[src/rtl/txshift.sv]
// txshift: byte-wide serial transmitter with a free-running 50% duty bit clock.
// Frame: start(0), data bits 0..7 LSB first, optional even parity, stop(1).
// Ports:
//   i_Pclk       sole clock, rising edge
//   i_Rst_n      synchronous active-low reset
//   i_Enable     permits acceptance of new frames
//   i_Tx_Start   send request, sampled every cycle
//   i_Tx_Data    byte to send
//   o_Bclk       bit clock to the link partner (high for the first half bit)
//   o_Tx_Serial  serial line, idle high, changes only on o_Bclk rising
//   o_Busy       high from acceptance until the end of the stop bit
//   o_Done       one-cycle pulse in the final cycle of the stop bit
// Build option: define TXSHIFT_PARITY_EN to add an even-parity bit (11-bit frame).
module txshift #(
    parameter int CLKS_PER_BIT = 16
) (
    input  logic       i_Pclk,
    input  logic       i_Rst_n,
    input  logic       i_Enable,
    input  logic       i_Tx_Start,
    input  logic [7:0] i_Tx_Data,
    output logic       o_Bclk,
    output logic       o_Tx_Serial,
    output logic       o_Busy,
    output logic       o_Done
);

    localparam int CW = (CLKS_PER_BIT > 2) ? $clog2(CLKS_PER_BIT) : 1;
    localparam logic [CW-1:0] LAST = CW'(CLKS_PER_BIT - 1);
    localparam logic [CW-1:0] HALF = CW'(CLKS_PER_BIT / 2);

`ifdef TXSHIFT_PARITY_EN
    typedef enum logic [2:0] {IDLE, START, DATA, PARITY, STOP} state_t;
`else
    typedef enum logic [2:0] {IDLE, START, DATA, STOP} state_t;
`endif

    state_t        state_q, state_d;
    logic [CW-1:0] cnt_q, cnt_d;
    logic [2:0]    idx_q, idx_d;
    logic [7:0]    buf_q, buf_d;
    logic          tx_q, tx_d;
    logic          busy_q, busy_d;

    logic wrap;
    logic stop_end;
    logic accept;

    always_ff @(posedge i_Pclk) begin
        if (!i_Rst_n) begin
            state_q <= IDLE;
            cnt_q   <= '0;
            idx_q   <= '0;
            buf_q   <= '0;
            tx_q    <= 1'b1;
            busy_q  <= 1'b0;
        end else begin
            state_q <= state_d;
            cnt_q   <= cnt_d;
            idx_q   <= idx_d;
            buf_q   <= buf_d;
            tx_q    <= tx_d;
            busy_q  <= busy_d;
        end
    end

    // Last cycle of a bit period: the line updates on the following edge,
    // which is exactly when o_Bclk rises.
    assign wrap     = (cnt_q == LAST);
    assign stop_end = (state_q == STOP) && wrap;

    // Busy drops in the final stop cycle so a request seen then can go
    // straight into the next start bit without an idle bit in between.
    assign o_Busy      = busy_q && !stop_end;
    assign o_Done      = stop_end;
    assign o_Bclk      = (cnt_q < HALF);
    assign o_Tx_Serial = tx_q;
    assign accept      = i_Tx_Start && i_Enable && !o_Busy;

    always_comb begin
        state_d = state_q;
        cnt_d   = wrap ? '0 : cnt_q + 1'b1;
        idx_d   = idx_q;
        buf_d   = buf_q;
        tx_d    = tx_q;
        busy_d  = busy_q;

        if (accept) begin
            buf_d  = i_Tx_Data;
            busy_d = 1'b1;
        end

        unique case (state_q)
            IDLE: begin
                tx_d = 1'b1;
                // busy_q (not accept) gates this, so a request landing on
                // a wrap cycle waits for the following wrap.
                if (wrap && busy_q) begin
                    state_d = START;
                    tx_d    = 1'b0;
                end
            end
            START: begin
                if (wrap) begin
                    state_d = DATA;
                    idx_d   = 3'd0;
                    tx_d    = buf_q[0];
                end
            end
            DATA: begin
                if (wrap) begin
                    if (idx_q == 3'd7) begin
`ifdef TXSHIFT_PARITY_EN
                        state_d = PARITY;
                        tx_d    = ^buf_q;
`else
                        state_d = STOP;
                        tx_d    = 1'b1;
`endif
                    end else begin
                        idx_d = idx_q + 3'd1;
                        tx_d  = buf_q[idx_q + 3'd1];
                    end
                end
            end
`ifdef TXSHIFT_PARITY_EN
            PARITY: begin
                if (wrap) begin
                    state_d = STOP;
                    tx_d    = 1'b1;
                end
            end
`endif
            STOP: begin
                if (wrap) begin
                    if (accept) begin
                        state_d = START;
                        tx_d    = 1'b0;
                    end else begin
                        state_d = IDLE;
                        busy_d  = 1'b0;
                    end
                end
            end
            default: begin
                state_d = IDLE;
                tx_d    = 1'b1;
                busy_d  = 1'b0;
            end
        endcase
    end

endmodule
[config.mk]
export PLATFORM = sky130hd
export DESIGN_NAME = txshift
export DESIGN_NICKNAME = d
export VERILOG_FILES = /design/src/rtl/txshift.sv
export SDC_FILE = /design/constraint.sdc
export NUM_CORES = 1
export LEC_CHECK = 0
export ABC_AREA = 1
export CELL_PAD_IN_SITES_DETAIL_PLACEMENT = 1
export CELL_PAD_IN_SITES_GLOBAL_PLACEMENT = 2
export CORE_AREA = 2 2 62 64
export CTS_CLUSTER_SIZE = 10
export DETAILED_ROUTE_END_ITERATION = 7
export DIE_AREA = 0 0 64 66
export GPL_ROUTABILITY_DRIVEN = 0
export HOLD_SLACK_MARGIN = 0.08
export PLACE_DENSITY_LB_ADDON = 0.1
export REMOVE_ABC_BUFFERS = 1
export SKIP_LAST_GASP = 1
export SLEW_MARGIN = 20
export SYNTH_ARGS = -nofsm -noshare
export SYNTH_HDL_FRONTEND = slang
export SYNTH_SLANG_ARGS = --single-unit
[constraint.sdc]
create_clock -name i_Pclk -period 4.1 [get_ports i_Pclk]
set_input_delay 0.82 -clock i_Pclk [delete_from_list [all_inputs] [get_ports i_Pclk]]
set_output_delay 0.82 -clock i_Pclk [all_outputs]
set_load 0.02 [all_outputs]
==> tab_implementation.tex, run 1 <==
\begin{tabular}{lr}
\hline
Metric & Value \\
\hline
\multicolumn{2}{l}{\textbf{STA}} \\
\quad Final total negative setup slack & 0 ns \\
\quad Fin. Hold Viols & 0 \\
\quad Unrepaired setup endpoints after global routing & false \\
\quad Setup clock skew after layout & $\sim$0.01 ns \\
\quad Number of slew-limit violations in the final report & 0 \\
\quad Slew of the pin with the lowest slew margin & between 0.4 and 0.5 ns \\
\quad Final setup violation count & 0 \\
\quad Clock period minus final worst setup slack & about 2.7 ns \\
\quad Share of the cycle needed by the critical path after routing & roughly two thirds \\
\quad Worst slew margin relative to its limit & between 60\% and 70\% \\
\quad Maximum achievable frequency & between 300 and 400 MHz \\
\multicolumn{2}{l}{\textbf{Floorplanning}} \\
\quad Row count & 22 \\
\quad Vertical die dimension & between 60 and 70 um \\
\quad Horizontal extent of the die & between 60 and 70 um \\
\quad Die area & approximately 4200 um2 \\
\quad Core region area & roughly 3600 um2 \\
\quad Starting density of the core & approximately 29\% \\
\quad I/O pin cnt & 16 \\
\multicolumn{2}{l}{\textbf{Power and ir drop}} \\
\quad Switching component of the power & 0.000142 W \\
\quad Clock Power Share & between 20\% and 30\% \\
\quad Largest voltage drop on the vdd net & about 110 uV \\
\quad Static Leak & between 0.5 and 0.6 nW \\
\quad Areal power density over the cells & between 300 and 400 nW/um2 \\
\quad Sequential fraction of design power & between 40\% and 50\% \\
\quad Switching share of total power & about 33\% \\
\quad Part of the power in combinational logic & between 20\% and 30\% \\
\quad Internal Dissipation & $\sim$0.00029 W \\
\multicolumn{2}{l}{\textbf{Clocking}} \\
\quad Total clock sinks & 19 \\
\quad Clock tree from TritonCTS & yes \\
\quad Gates resized, CTS repair & 0 \\
\quad Number of hold buffers added after cts & 0 \\
\quad Clock latency of the later-clocked register in the worst-skew pair & roughly 0.3 ns \\
\quad Cell at the root of the clock tree & clkbuf\_4 \\
\quad Clock transition at the registers of the reported paths & 0.11 ns \\
\quad Clock buffers created by TritonCTS & 3 \\
\quad Post-CTS Repair Setup Buffers & 0 \\
\quad CTS max path bufs & 2 \\
\quad Clock H-tree levels & 1 \\
\multicolumn{2}{l}{\textbf{Synth}} \\
\quad Cell taking the most area after synthesis & dfxtp\_1 \\
\quad Register bit count reported by yosys & 19 \\
\quad Distinct cells, synth & 24 \\
\quad Yosys warnings & 0 \\
\quad Number of cells produced by synthesis & about 140 \\
\quad Post-Syn Area per Cell & between 7 and 8 um2 \\
\quad Sequential element share of the synthesized area & 36.4\% \\
\quad Cells taking the most area after synthesis & dfxtp\_1 36\%, nand2\_1 10\%, inv\_1 9.0\% \\
\quad Post-synthesis instance area & roughly 1000 um2 \\
\quad Area share of the leading cell type in the synthesized netlist & 36.4\% \\
\multicolumn{2}{l}{\textbf{Worst setup path}} \\
\quad R2R cell count & 8 \\
\quad Worst-path fanout max & 5 \\
\quad Crit. End Element & output port \\
\quad Worst r2r dst & idx\_q[0] \\
\quad Critical path buffers and inverters & 2 \\
\quad CP Data Required Time & 3.28 ns \\
\quad Start of the worst register-to-register path & state\_q[0] \\
\quad Internal reg-to-reg setup slack & about 2.5 ns \\
\quad Crit-path cells & ha\_1, nand4\_2, nand2\_2, inv\_1, clkdlybuf4s50\_1 \\
\quad Cell family with most CP delay & buffers and inverters \\
\quad Type of the worst setup path & register to output port \\
\quad Crit path depth & 5 \\
\quad Crit path arrival time & approximately 1.8 ns \\
\quad Slowest Stage Delay on Critical Path & 0.53 ns \\
\quad Last element of the critical path & o\_Busy \\
\quad Launching element type of the critical path & register \\
\quad Critical path's slowest cell & clkdlybuf4s50\_1 \\
\quad Worst setup path start & state\_q[0] \\
\multicolumn{2}{l}{\textbf{Cells and area}} \\
\quad Highest-count cells in the layout ignoring fill and taps & 28 x nand2\_1, 25 x inv\_1, 19 x dfxtp\_1, 15 x clkdlybuf4s50\_1, 12 x nor2\_1 \\
\quad Layout cells sized above 1 & about an eighth \\
\quad Area grow syn2layout & 20.1\% \\
\quad Total of fill cells in the finished design & 455 \\
\quad ANT cells & 0 \\
\quad Count of placed standard cells in the final layout, fillers left out & 208 \\
\quad Most common cell after layout, fill and taps aside & nand2\_1 \\
\quad Count of nets after finishing & 180 \\
\multicolumn{2}{l}{\textbf{Drt}} \\
\quad Detailed Route Iter0 Violations & 25 \\
\quad Total wire length & 2320 um \\
\quad DRC violations left & 0 \\
\quad Average via count per standard cell & about 4.4 \\
\quad Average wire per standard cell & between 10 and 15 um \\
\quad Detailed Routing Iterations Pass 1 & 4 \\
\quad Post-detailed-route count of antenna-violating nets & 0 \\
\quad Vias after detailed routing & between 900 and 1k \\
\multicolumn{2}{l}{\textbf{Place}} \\
\quad Half-perimeter wire length after detailed placement & about 1900 um \\
\quad Count of input and output buffers & 15 \\
\quad Post-Place Cells & approximately 200 \\
\multicolumn{2}{l}{\textbf{GRT}} \\
\quad Largest net degree at the start of global routing & 19 \\
\quad Number of antenna violations at the first check in global routing & 0 \\
\quad All-layer global routing usage & roughly an eighth \\
\quad Wire length of the first global-routing pass & around 4100 um \\
\quad Overflow left after global routing & 0 \\
\quad Via count of the first global-routing pass & between 900 and 1k \\
\multicolumn{2}{l}{\textbf{Min path}} \\
\quad Path class of the lowest-slack min-delay path & register to register \\
\multicolumn{2}{l}{\textbf{Job}} \\
\quad Maxcap violations & 0 \\
\multicolumn{2}{l}{\textbf{Run status}} \\
\quad Run status & finished, final reports clean \\
\hline
\end{tabular}
final cells by class:
cell class / count / area, um2 / share of cell area (%)
inverter: 27 / 101 / 8.07
sequential: 19 / 380 / 30.3
multi-input combinational: 95 / 538 / 42.8
clock buffer: 4 / 26.3 / 2.09
tap: 48 / 60.1 / 4.78
timing repair buffer: 15 / 150 / 12.0
kinds of logic (layout without fill, tap and decap cells):
| family | count (synthesis) | after routing | share of synthesized area, % |
|---|---|---|---|
| buffers and inverters | 30 | 46 | 12.2 |
| flip-flops | 19 | 19 | 36.4 |
| adder cells (fa/ha/maj) | 7 | 7 | 8.37 |
| AO/OA/AOI/OAI | 27 | 27 | 15.2 |
| XOR/XNOR | 1 | 1 | 0.837 |
| AND/OR/NAND/NOR | 60 | 60 | 27.0 |
metal layers:
layer  GRT usage (%)  part of all wire [%]  vias up
met5               0                     0        -
li1                -                     -      482
met2            23.3                    53       11
met3            2.21                   2.7        2
met1            13.3                    43      421
met4            5.71                  0.78        0
power by group through the flow:
| stage | Combinational, W | Clock, W | Sequential (W) |
|---|---|---|---|
| floorplan | 0.0000899 | 0 | 0.000214 |
| global placement | 0.000128 | 0 | 0.000212 |
| detailed placement | 0.000130 | 0 | 0.000213 |
| CTS | 0.000131 | 0.000104 | 0.000209 |
| global route | 0.000146 | 0.000114 | 0.000211 |
| finish | 0.000127 | 0.0000961 | 0.000208 |
cells in the mapped netlist, drive strengths merged:
cell type	count
inv	27
xnor2	1
ha	7
nand4	1
dfxtp	19
nand2	32
buf	2
clkbuf	1
nor2	15
o21bai	1
a21oi	14
o21ai	11
or2	1
a211oi	1
nand3	11
metrics by stage:
step / hold WS, ns / setup slack (ns) / instance area (um2) / util [%] / total power [W]
3_3_place_gp: 0.429 / 1.81 / 1230 / 34.6 / 0.000340
4_1_cts: 0.456 / 1.41 / 1260 / 35.4 / 0.000444
5_1_grt: 0.499 / 1.33 / 1260 / 35.4 / 0.000471
3_5_place_dp: 0.438 / 1.76 / 1230 / 34.6 / 0.000343
6_report: 0.450 / 1.44 / 1260 / 35.4 / 0.000432
2_1_floorplan: 0.417 / 2.34 / 1020 / - / 0.000304
sequential cells by signal, summed over array words and instances, names as in the netlist:
signal / flops
cnt_q: 4
o_Tx_Serial: 1
state_q: 2
idx_q: 3
buf_q: 8
busy_q: 1
how the worst min path moves through the flow:
stage	from	end	slack [ns]	cells after the start
6_report	cnt_q[0]	cnt_q[0]	0.45	1
5_1_grt	cnt_q[0]	cnt_q[0]	0.50	1
4_1_cts	cnt_q[0]	cnt_q[0]	0.46	1
3_5_place_dp	cnt_q[0]	cnt_q[0]	0.44	1
3_3_place_gp	cnt_q[0]	cnt_q[0]	0.43	1
2_1_floorplan	cnt_q[0]	cnt_q[0]	0.42	1
No activity file was read; power rests on OpenSTA's default activity.
==> run 2: changes to the inputs <==
CORE_AREA = 2 2 64 66   (was 2 2 62 64)
DIE_AREA = 0 0 66 68   (was 0 0 64 66)
clock period = 2.5 ns   (was 4.1 ns; I/O delays follow)
==> tab_implementation.tex, run 2 (synthesis results as in run 1) <==
\begin{tabular}{lr}
\hline
Metric & Value \\
\hline
\multicolumn{2}{l}{\textbf{Worst setup path}} \\
\quad Launching element type of the critical path & register \\
\quad Worst-path fanout max & 5 (unchanged) \\
\quad Worst r2r dst & state\_q[0] \\
\quad Type of the worst setup path & register to output port \\
\quad Crit path arrival time & 1.78 ns (-0.06 ns) \\
\quad R2R cell count & 10 (+2) \\
\quad Crit. End Element & output port \\
\quad Start of the worst register-to-register path & state\_q[0] \\
\quad Internal reg-to-reg setup slack & 0.92 ns (-1.57 ns) \\
\quad Worst setup path start & state\_q[1] \\
\quad CP Data Required Time & 2.00 ns (-1.28 ns) \\
\multicolumn{2}{l}{\textbf{Power and ir drop}} \\
\quad Static Leak & 0.587 nW (+2.7\%) \\
\quad Largest voltage drop on the vdd net & 200 uV (+90\%) \\
\quad Internal Dissipation & 0.000526 W (+81\%) \\
\quad Post-route total power & 0.000772 W (+79\%) \\
\quad Clock Power Share & 28.2\% (+6.0 points) \\
\quad Areal power density over the cells & 600 nW/um2 (+75\%) \\
\quad Switching component of the power & 0.000246 W (+74\%) \\
\quad Sequential fraction of design power & 44.4\% (-3.9 points) \\
\quad Part of the power in combinational logic & 27.4\% (-2.1 points) \\
\quad Switching share of total power & 31.8\% (-0.95 points) \\
\multicolumn{2}{l}{\textbf{GRT}} \\
\quad Wire length of the first global-routing pass & 4330 um (+7.0\%) \\
\quad Number of antenna violations at the first check in global routing & 0 (unchanged) \\
\quad Via count of the first global-routing pass & 933 (unchanged) \\
\quad All-layer global routing usage & 12.6\% (+0.22 points) \\
\quad Overflow left after global routing & 0 (unchanged) \\
\quad Largest net degree at the start of global routing & 19 (unchanged) \\
\multicolumn{2}{l}{\textbf{Drt}} \\
\quad Total wire length & 2380 um (+2.6\%) \\
\quad Detailed Route Iter0 Violations & 30 (+20\%) \\
\quad Average wire per standard cell & 11.3 um (+1.1\%) \\
\quad Average via count per standard cell & 4.27 (-3.1\%) \\
\quad DRC violations left & 0 (unchanged) \\
\quad Post-detailed-route count of antenna-violating nets & 0 (unchanged) \\
\quad Detailed Routing Iterations Pass 1 & 4 (unchanged) \\
\quad Vias after detailed routing & 900 (-1.7\%) \\
\multicolumn{2}{l}{\textbf{Floorplanning}} \\
\quad Vertical die dimension & 68 um (+3.0\%) \\
\quad Horizontal extent of the die & 66 um (+3.1\%) \\
\quad Die area & 4490 um2 (+6.3\%) \\
\quad I/O pin cnt & 16 (unchanged) \\
\quad Core region area & 3860 um2 (+8.6\%) \\
\quad Starting density of the core & 27.1\% (-2.3 points) \\
\quad Row count & 23 (+4.5\%) \\
\multicolumn{2}{l}{\textbf{STA}} \\
\quad Final setup violation count & 0 (unchanged) \\
\quad Setup clock skew after layout & 0.00486 ns (-0.00495 ns) \\
\quad Worst slew margin relative to its limit & 76.8\% (+8.2 points) \\
\quad Fin. Hold Viols & 0 (unchanged) \\
\quad Unrepaired setup endpoints after global routing & false \\
\quad Maximum achievable frequency & approximately 440 MHz \\
\quad Clock period minus final worst setup slack & approximately 2.3 ns \\
\quad Share of the cycle needed by the critical path after routing & 91.0\% \\
\quad Slew of the pin with the lowest slew margin & 0.349 ns (-0.122 ns) \\
\quad Final total negative setup slack & 0 ns (unchanged) \\
\quad Number of slew-limit violations in the final report & 0 (unchanged) \\
\multicolumn{2}{l}{\textbf{Cells and area}} \\
\quad Layout cells sized above 1 & 13.0\% (+1.2 points) \\
\quad Registers with the most flip-flops & buf\_q (8), cnt\_q (4), idx\_q (3) \\
\quad Max FFs per register & 8 (unchanged) \\
\quad Register ranked first by flip-flop count & buf\_q \\
\quad Area grow syn2layout & 23.0\% \\
\quad Count of nets after finishing & 181 (+0.56\%) \\
\quad Highest-count cells in the layout ignoring fill and taps & 28 x nand2\_1, 25 x inv\_1, 19 x dfxtp\_1, 15 x clkdlybuf4s50\_1, 12 x nor2\_1 \\
\quad Most common cell after layout, fill and taps aside & nand2\_1 \\
\quad ANT cells & 0 (unchanged) \\
\multicolumn{2}{l}{\textbf{Clocking}} \\
\quad Clock H-tree levels & 1 (unchanged) \\
\quad Post-CTS Repair Setup Buffers & 0 (unchanged) \\
\quad CTS max path bufs & 2 (unchanged) \\
\quad Number of hold buffers added after cts & 0 (unchanged) \\
\quad Clock buffers created by TritonCTS & 3 (unchanged) \\
\quad Clock transition at the registers of the reported paths & 0.08 ns (-0.03 ns) \\
\quad Clock tree from TritonCTS & yes \\
\quad Clock latency of the later-clocked register in the worst-skew pair & 0.26 ns (-0.04 ns) \\
\quad Cell at the root of the clock tree & clkbuf\_8 \\
\quad Gates resized, CTS repair & 0 (unchanged) \\
\quad Total clock sinks & 19 (unchanged) \\
\multicolumn{2}{l}{\textbf{Run status}} \\
\quad Run status & finished, final reports clean \\
\multicolumn{2}{l}{\textbf{Place}} \\
\quad Half-perimeter wire length after detailed placement & 1910 um (+2.2\%) \\
\quad Count of input and output buffers & 15 (unchanged) \\
\multicolumn{2}{l}{\textbf{Min path}} \\
\quad Startpoint of the tightest hold check path & cnt\_q[0] \\
\quad Path class of the lowest-slack min-delay path & register to register \\
\quad Worst min-delay path endpoint & cnt\_q[0] \\
\quad Cell count of the worst hold path & 1 (unchanged) \\
\multicolumn{2}{l}{\textbf{Job}} \\
\quad Maxcap violations & 0 (unchanged) \\
\hline
\end{tabular}
run 2: routing by layer:
metal | vias to the layer above | routed length [um] | part of all wire (%) | GRT usage [%]
li1 | 485 | - | - | -
met1 | 400 | 1130 | 48 | 15.7
met2 | 13 | 1140 | 48 | 22.0
met3 | 2 | 78 | 3.3 | 1.48
met4 | 0 | 19 | 0.80 | 5.36
met5 | - | 0 | 0 | 0
run 2: through the flow:
| stage | hold WS, ns | utilization (%) | instances | area [um2] | setup slack, ns |
|---|---|---|---|---|---|
| finish | 0.446 | 33.4 | 211 | 1290 | 0.224 |
| global route | 0.480 | 33.4 | 211 | 1290 | 0.0897 |
| CTS | 0.454 | 33.4 | 211 | 1290 | 0.186 |
| detailed placement | 0.442 | 32.2 | 207 | 1240 | 0.469 |
| global placement | 0.432 | 32.2 | 207 | 1240 | 0.529 |
| floorplan | 0.417 | - | 141 | 1020 | 1.06 |
run 2: layout make-up:
class,instances,area (um2)
multi-input cells,95,538
flip-flops and latches,19,380
fillers,508,2570
repair buffers,16,158
inverters,27,101
clock buffers,3,41.3
well taps,50,62.6
clock inverters,1,5.00
run 2: power groups by stage:
| stage | Sequential [W] | Combinational (W) | Clock (W) |
|---|---|---|---|
| 6_report | 0.000343 | 0.000211 | 0.000218 |
| 5_1_grt | 0.000347 | 0.000243 | 0.000241 |
| 4_1_cts | 0.000343 | 0.000216 | 0.000228 |
| 3_5_place_dp | 0.000351 | 0.000214 | 0 |
| 3_3_place_gp | 0.000348 | 0.000212 | 0 |
| 2_1_floorplan | 0.000351 | 0.000147 | 0 |
run 2: worst max-delay path, cell delays in order, from the launching register on:
cell and delay, ns:
dfxtp_1 0.39, ha_1 0.29, nand4_2 0.15, nand2_2 0.13, inv_1 0.05, clkdlybuf4s50_1 0.53
run 2: how the worst max path moves through the flow:
stage	to	slack (ns)	cells after the start
floorplan	o_Busy	1.06	4
global placement	o_Busy	0.53	5
detailed placement	o_Busy	0.47	5
CTS	o_Busy	0.19	5
global route	o_Busy	0.09	5
finish	o_Busy	0.22	5
